File: src/rtl/secded_err_monitor_if.sv
// Decoder-flag and monitor-status bundle for secded_err_monitor.
// The master drives the decoder outputs plus clr/ack; the slave (the monitor) drives the status outputs.
interface secded_err_monitor_if #(
  parameter int K     = 4,
  parameter int M     = 3,
  parameter int CNT_W = 8
);
  logic             valid_i;
  logic             sb_err_i;
  logic             db_err_i;
  logic             sb_fix_i;
  logic [M:0]       syndrome_i;
  logic [K-1:0]     data_i;
  logic             clr_i;
  logic             log_ack_i;

  logic [CNT_W-1:0] sb_cnt_o;
  logic [CNT_W-1:0] db_cnt_o;
  logic             log_valid_o;
  logic             log_type_o;
  logic [M:0]       log_syndrome_o;
  logic [K-1:0]     log_data_o;
  logic             log_ovf_o;
  logic             alarm_o;
  logic             fatal_o;

  modport master (
    output valid_i, sb_err_i, db_err_i, sb_fix_i, syndrome_i, data_i, clr_i, log_ack_i,
    input  sb_cnt_o, db_cnt_o, log_valid_o, log_type_o, log_syndrome_o, log_data_o,
           log_ovf_o, alarm_o, fatal_o
  );

  modport slave (
    input  valid_i, sb_err_i, db_err_i, sb_fix_i, syndrome_i, data_i, clr_i, log_ack_i,
    output sb_cnt_o, db_cnt_o, log_valid_o, log_type_o, log_syndrome_o, log_data_o,
           log_ovf_o, alarm_o, fatal_o
  );
endinterface

File: src/rtl/secded_err_monitor.sv
// SECDED error monitor: saturating CE/UE counters, one-entry error log with ack, and an OK/DEGRADED/FATAL health FSM.
// Define SECDED_MON_TS_EN to add a free-running 16-bit cycle counter and the log_ts_o capture port.
module secded_err_monitor #(
  parameter int K         = 4,
  parameter int M         = 3,
  parameter int CNT_W     = 8,
  parameter int SB_THRESH = 4
) (
  input  logic        clk_i,
  input  logic        rst_i,
`ifdef SECDED_MON_TS_EN
  output logic [15:0] log_ts_o,
`endif
  secded_err_monitor_if.slave bus
);

  typedef enum logic [1:0] {
    ST_OK       = 2'd0,
    ST_DEGRADED = 2'd1,
    ST_FATAL    = 2'd2
  } health_t;

  localparam logic [CNT_W-1:0] CNT_MAX   = {CNT_W{1'b1}};
  localparam logic [CNT_W-1:0] THRESH_C  = CNT_W'(SB_THRESH);

  health_t          state_q, state_d;
  logic [CNT_W-1:0] sb_cnt_q, sb_cnt_d;
  logic [CNT_W-1:0] db_cnt_q, db_cnt_d;
  logic             log_valid_q, log_valid_d;
  logic             log_type_q, log_type_d;
  logic [M:0]       log_syndrome_q, log_syndrome_d;
  logic [K-1:0]     log_data_q, log_data_d;
  logic             log_ovf_q, log_ovf_d;

  logic             is_ce, is_ue, is_err, ack_eff, capture;

`ifdef SECDED_MON_TS_EN
  logic [15:0]      ts_q, ts_d;
  logic [15:0]      log_ts_q, log_ts_d;
`endif

  // db_err wins; a single-bit error the decoder could not fix counts as uncorrectable.
  always_comb begin
    is_ue   = bus.valid_i & (bus.db_err_i | (bus.sb_err_i & ~bus.sb_fix_i));
    is_ce   = bus.valid_i & ~bus.db_err_i & bus.sb_err_i & bus.sb_fix_i;
    is_err  = is_ce | is_ue;
    ack_eff = bus.log_ack_i & log_valid_q;
    capture = is_err & (~log_valid_q | ack_eff);
  end

  always_comb begin
    // NOTE: every _d gets its hold value first so no path through this block can infer a latch.
    state_d        = state_q;
    sb_cnt_d       = sb_cnt_q;
    db_cnt_d       = db_cnt_q;
    log_valid_d    = log_valid_q & ~ack_eff;
    log_type_d     = log_type_q;
    log_syndrome_d = log_syndrome_q;
    log_data_d     = log_data_q;
    log_ovf_d      = log_ovf_q;
`ifdef SECDED_MON_TS_EN
    ts_d           = ts_q + 16'd1;
    log_ts_d       = log_ts_q;
`endif

    if (bus.clr_i) begin
      state_d        = ST_OK;
      sb_cnt_d       = '0;
      db_cnt_d       = '0;
      log_valid_d    = 1'b0;
      log_type_d     = 1'b0;
      log_syndrome_d = '0;
      log_data_d     = '0;
      log_ovf_d      = 1'b0;
`ifdef SECDED_MON_TS_EN
      log_ts_d       = '0;
`endif
    end else begin
      if (is_ce && sb_cnt_q != CNT_MAX) sb_cnt_d = sb_cnt_q + 1'b1;
      if (is_ue && db_cnt_q != CNT_MAX) db_cnt_d = db_cnt_q + 1'b1;

      if (capture) begin
        log_valid_d    = 1'b1;
        log_type_d     = is_ue;
        log_syndrome_d = bus.syndrome_i;
        log_data_d     = bus.data_i;
`ifdef SECDED_MON_TS_EN
        log_ts_d       = ts_q;
`endif
      end else if (is_err) begin
        log_ovf_d = 1'b1;
      end

      // Threshold uses the post-update count so alarm rises with the counter.
      unique case (state_q)
        ST_OK: begin
          if (is_ue)                       state_d = ST_FATAL;
          else if (sb_cnt_d >= THRESH_C)   state_d = ST_DEGRADED;
        end
        ST_DEGRADED: begin
          if (is_ue) state_d = ST_FATAL;
        end
        ST_FATAL:    state_d = ST_FATAL;
        default:     state_d = ST_FATAL;
      endcase
    end
  end

  always_ff @(posedge clk_i or posedge rst_i) begin
    if (rst_i) begin
      state_q        <= ST_OK;
      sb_cnt_q       <= '0;
      db_cnt_q       <= '0;
      log_valid_q    <= 1'b0;
      log_type_q     <= 1'b0;
      // NOTE: the log payload is reset too because it drives ports that must read 0 out of reset.
      log_syndrome_q <= '0;
      log_data_q     <= '0;
      log_ovf_q      <= 1'b0;
    end else begin
      // NOTE: non-blocking assignments so every flop samples the pre-edge values.
      state_q        <= state_d;
      sb_cnt_q       <= sb_cnt_d;
      db_cnt_q       <= db_cnt_d;
      log_valid_q    <= log_valid_d;
      log_type_q     <= log_type_d;
      log_syndrome_q <= log_syndrome_d;
      log_data_q     <= log_data_d;
      log_ovf_q      <= log_ovf_d;
    end
  end

`ifdef SECDED_MON_TS_EN
  always_ff @(posedge clk_i or posedge rst_i) begin
    if (rst_i) begin
      ts_q     <= '0;
      log_ts_q <= '0;
    end else begin
      ts_q     <= ts_d;
      log_ts_q <= log_ts_d;
    end
  end

  assign log_ts_o = log_ts_q;
`endif

  assign bus.sb_cnt_o       = sb_cnt_q;
  assign bus.db_cnt_o       = db_cnt_q;
  assign bus.log_valid_o    = log_valid_q;
  assign bus.log_type_o     = log_type_q;
  assign bus.log_syndrome_o = log_syndrome_q;
  assign bus.log_data_o     = log_data_q;
  assign bus.log_ovf_o      = log_ovf_q;
  assign bus.alarm_o        = (state_q != ST_OK);
  assign bus.fatal_o        = (state_q == ST_FATAL);

endmodule

File: src/flat_wrapper.sv
// flat-port wrapper written by rule: the top's interface ports become plain ports
module secded_err_monitor_flat 
#(
  parameter int K         = 4,
  parameter int M         = 3,
  parameter int CNT_W     = 8,
  parameter int SB_THRESH = 4
)
  (clk_i, rst_i, bus_valid_i, bus_sb_err_i, bus_db_err_i, bus_sb_fix_i, bus_syndrome_i, bus_data_i, bus_clr_i, bus_log_ack_i, bus_sb_cnt_o, bus_db_cnt_o, bus_log_valid_o, bus_log_type_o, bus_log_syndrome_o, bus_log_data_o, bus_log_ovf_o, bus_alarm_o, bus_fatal_o);
  secded_err_monitor_if #(.K(K), .M(M), .CNT_W(CNT_W)) bus_i ();
  input  logic clk_i;
  input  logic rst_i;
  input wire logic [$bits(bus_i.valid_i)-1:0] bus_valid_i;
  input wire logic [$bits(bus_i.sb_err_i)-1:0] bus_sb_err_i;
  input wire logic [$bits(bus_i.db_err_i)-1:0] bus_db_err_i;
  input wire logic [$bits(bus_i.sb_fix_i)-1:0] bus_sb_fix_i;
  input wire logic [$bits(bus_i.syndrome_i)-1:0] bus_syndrome_i;
  input wire logic [$bits(bus_i.data_i)-1:0] bus_data_i;
  input wire logic [$bits(bus_i.clr_i)-1:0] bus_clr_i;
  input wire logic [$bits(bus_i.log_ack_i)-1:0] bus_log_ack_i;
  output wire logic [$bits(bus_i.sb_cnt_o)-1:0] bus_sb_cnt_o;
  output wire logic [$bits(bus_i.db_cnt_o)-1:0] bus_db_cnt_o;
  output wire logic [$bits(bus_i.log_valid_o)-1:0] bus_log_valid_o;
  output wire logic [$bits(bus_i.log_type_o)-1:0] bus_log_type_o;
  output wire logic [$bits(bus_i.log_syndrome_o)-1:0] bus_log_syndrome_o;
  output wire logic [$bits(bus_i.log_data_o)-1:0] bus_log_data_o;
  output wire logic [$bits(bus_i.log_ovf_o)-1:0] bus_log_ovf_o;
  output wire logic [$bits(bus_i.alarm_o)-1:0] bus_alarm_o;
  output wire logic [$bits(bus_i.fatal_o)-1:0] bus_fatal_o;
  assign bus_i.valid_i = bus_valid_i;
  assign bus_i.sb_err_i = bus_sb_err_i;
  assign bus_i.db_err_i = bus_db_err_i;
  assign bus_i.sb_fix_i = bus_sb_fix_i;
  assign bus_i.syndrome_i = bus_syndrome_i;
  assign bus_i.data_i = bus_data_i;
  assign bus_i.clr_i = bus_clr_i;
  assign bus_i.log_ack_i = bus_log_ack_i;
  assign bus_sb_cnt_o = bus_i.sb_cnt_o;
  assign bus_db_cnt_o = bus_i.db_cnt_o;
  assign bus_log_valid_o = bus_i.log_valid_o;
  assign bus_log_type_o = bus_i.log_type_o;
  assign bus_log_syndrome_o = bus_i.log_syndrome_o;
  assign bus_log_data_o = bus_i.log_data_o;
  assign bus_log_ovf_o = bus_i.log_ovf_o;
  assign bus_alarm_o = bus_i.alarm_o;
  assign bus_fatal_o = bus_i.fatal_o;
  secded_err_monitor #(.K(K), .M(M), .CNT_W(CNT_W), .SB_THRESH(SB_THRESH)) u_core (.clk_i(clk_i), .rst_i(rst_i), .bus(bus_i));
endmodule
File: config.mk
export PLATFORM = sky130hd
export DESIGN_NAME = secded_err_monitor_flat
export DESIGN_NICKNAME = d
export VERILOG_FILES = /design/src/rtl/secded_err_monitor_if.sv /design/src/rtl/secded_err_monitor.sv /design/src/flat_wrapper.sv
export SDC_FILE = /design/constraint.sdc
export NUM_CORES = 1
export LEC_CHECK = 0
export ABC_CLOCK_PERIOD_IN_PS = 1850
export BUFFER_PORTS_ARGS = -buffer_cell sky130_fd_sc_hd__buf_2
export CAP_MARGIN = 20
export CORE_UTILIZATION = 40
export CTS_BUF_LIST = sky130_fd_sc_hd__clkbuf_4 sky130_fd_sc_hd__clkbuf_8
export CTS_CLUSTER_DIAMETER = 100
export DETAILED_ROUTE_END_ITERATION = 12
export GPL_ROUTABILITY_DRIVEN = 0
export SLEW_MARGIN = 5
export SYNTH_ARGS = -nofsm -noshare
export SYNTH_HDL_FRONTEND = slang
export SYNTH_SLANG_ARGS = --single-unit
File: constraint.sdc
create_clock -name clk_i -period 1.85 [get_ports clk_i]
set_input_delay 0.37 -clock clk_i [delete_from_list [all_inputs] [get_ports clk_i]]
set_output_delay 0.37 -clock clk_i [all_outputs]
set_load 0.02 [all_outputs]
==> summary.txt <==
peak supply drop - 0.000384 V
Post-Syn Area per Cell - 10.1 um^2
CTS Hold Bufs - 0
origin of the worst setup path - u_core.bus.sb_cnt_o[1]
EDFF count, synth - 0
1st-iter DRT viols - 62
setup TNS - 0 ns
DRC Markers - 0
Nets - 217
dpl cells - 238
Slew Viols, Final - 0
class of the most critical setup path - reg -> reg
Die Wd - 62.4 um
Ys Warns - 0
number of antenna diodes - 0
I/O pin count - 45
CTS tree - yes
Most used DFF post-synth - dfrtp_1
register area - 726 um^2
CP arrival - 1.92 ns
crit end category - flip-flop
Gate Count Post-Synth - 145
Distinct cells, synth - 33
RSZ-0062 raised after global routing - false
Synth top area share - 49.7%
Final Instance Count excl. Fillers - 246
met1 WL - 1400 um
Initial DRT Pass Iterations - 4
Sink Count - 29
htree depth - 2
GR Overflow Total - 0
post-route ant nets - 0
share of layout cells above drive strength 1 - 35.5%
met2 wire length - 1500 um
combinational share of power - 12.7%
internal power - 936 uW
DR vias - 1233
Crit Path Max Fanout - 5
Via density - 5.01
Mapped Area - 1460 um^2
worst slew pin tran - 0.584 ns
Die Y - 62.4 um
CTS buffer count - 5
Core Box Area - 3420 um^2
pre-CTS WS - -0.0589 ns
Finish-stage setup viols - 0
Fillers - 332
num rows - 21
final setup skew - 0.00611 ns
total power - 1.27 mW
ranking of synthesized cells by area - dfrtp_1 (50%), mux2i_1 (8.2%), nor2_1 (7.2%), xnor2_1 (4.8%), nand3_1 (2.7%)
clock power share - 34.9%
setup ws final - 0.158 ns
Synth Net Count - 163
Lkg Pwr - 0.943 nW
Maximum Capacitance Violations - 0
Clock Latency Late Sink - 0.33 ns
Multi-input gate area - 723 um^2
most frequent cell after synthesis - dfrtp_1
placed wire-length estimate - 2210 um
GR Util All Layers - 17.8%
Setup crit start kind - flip-flop
Seq/Total Area, Yosys - 49.7%
fin crit share - 91.4%
status - finished clean
Min-Delay Path Class - in -> async
clk slew on worst S/H paths - 0.09 ns
Final Hold Fails - 0
final wirelength - 3100 um
Top Layer Used - met4
synth cell count leaders - dfrtp_1 (29), nor2_1 (28), mux2i_1 (12)
Fmax achieved - 591 MHz
Final min period - 1.69 ns
sw frac - 26.4%
Root Driver - clkbuf_4
sequential share of power - 52.4%
largest net degree at the start of global routing - 30
Die ar. - 3900 um^2
FF-to-FF path depth - 6
relative slew slack - 60.9%
WL met3 - 131 um
antenna violations before repair - 0
CTS max path bufs - 2
P&R area growth vs syn - 27.4%
Worst Path Required - 2.07 ns
RR Startpoint - u_core.bus.sb_cnt_o[1]
Final Util - 54.5%
cell area power density - 683 nW/um^2
Starting Density - 42.7%
vias in the first global route - 1225
first-pass GRT wire length - 5350 um
# port buffers - 44
Yosys reg bits - 29
top cell type by total area after synthesis - dfrtp_1
Async S/R FF share, synth - 100%
wire length per cell - 12.6 um
Psw - 335 uW
[metrics by stage]
| step | instance area, um^2 | hold WS, ns |
|---|---|---|
| 2_1_floorplan | 1460 | 0.448 |
| 3_3_place_gp | 1770 | 0.453 |
| 3_5_place_dp | 1770 | 0.466 |
| 4_1_cts | 1840 | 0.0910 |
| 5_1_grt | 1860 | 0.110 |
| 6_report | 1860 | 0.0869 |
[cells in the final DEF (no fill, tap or decap), types with 2 or more instances in the layout]
master	instances
buf_4	7
xnor2_1	8
dfrtp_1	29
nor3_1	7
clkbuf_4	5
inv_1	3
buf_2	44
ha_1	2
a21oi_1	5
nor2_1	28
or3_1	2
nand2_1	4
clkbuf_8	2
a31oi_1	2
o21ai_0	4
xor2_1	3
nor2b_1	4
nand3_1	8
or2_2	2
mux2i_1	12
[per-layer routing]
layer	track usage (%)	up-vias
met1	21.2	587
met3	5.11	7
met5	0	-
met2	28.8	31
li1	-	608
met4	9.59	0
[layout make-up]
cell class                 instances  share of cell area [%]
sequential                        29                    39.0
multi-input combinational        109                    38.9
timing repair buffer              51                    14.7
clock buffer                       7                    3.50
tap                               46                    3.09
inverter                           3                   0.605
clock inverter                     1                   0.269
[power by group through the flow]
stage	Clock [mW]	Combinational [mW]	Sequential, mW
after floorplan	0	0.0767	0.700
after global placement	0	0.160	0.678
after detailed placement	0	0.164	0.679
after CTS	0.459	0.164	0.667
after global routing	0.485	0.179	0.669
final	0.444	0.161	0.666
[sequential cells by signal, summed over array words and instances, names as in the netlist]
| signal | cells |
|---|---|
| u_core.state_q | 2 |
| u_core.bus.log_type_o | 1 |
| u_core.bus.log_valid_o | 1 |
| u_core.bus.log_syndrome_o | 4 |
| u_core.bus.log_data_o | 4 |
| u_core.bus.db_cnt_o | 8 |
| u_core.bus.sb_cnt_o | 8 |
| u_core.bus.log_ovf_o | 1 |
[cell families after synthesis]
kind of cell	count (synthesis)	share of synthesized area (%)
AOI/OAI and AO/OA	16	7.28
xor gates and xnor gates	11	6.60
adders and majority gates	2	1.71
buffers and inverters	7	1.88
DFF	29	49.7
muxes	12	8.23
and+or+nand+nor	68	24.6
[worst max-delay path, stage by stage, from the launching register on]
cell and delay [ns]:
dfrtp_1 0.40, ha_1 0.24, nand2_2 0.13, nor2_1 0.15
a21oi_1 0.09, or2_2 0.27, o41a_1 0.30
[repair_timing]
item,4_1_cts,5_1_grt
buffers inserted,0,0
setup endpoints to repair,0,10
resized for setup,0,4
[final timing paths]
check / to / slack, ns
min in group clk_i: u_core.bus.log_syndrome_o[1] / 0.28
worst max register to register: u_core.state_q[0] / 0.16
worst max-delay path: u_core.state_q[0] / 0.16
worst min-delay path: u_core.bus.sb_cnt_o[2] / 0.09
worst min register to register: u_core.bus.log_ovf_o / 0.51
max in group asynchronous: u_core.state_q[1] / 1.49
(Power assumes the default switching activity.)
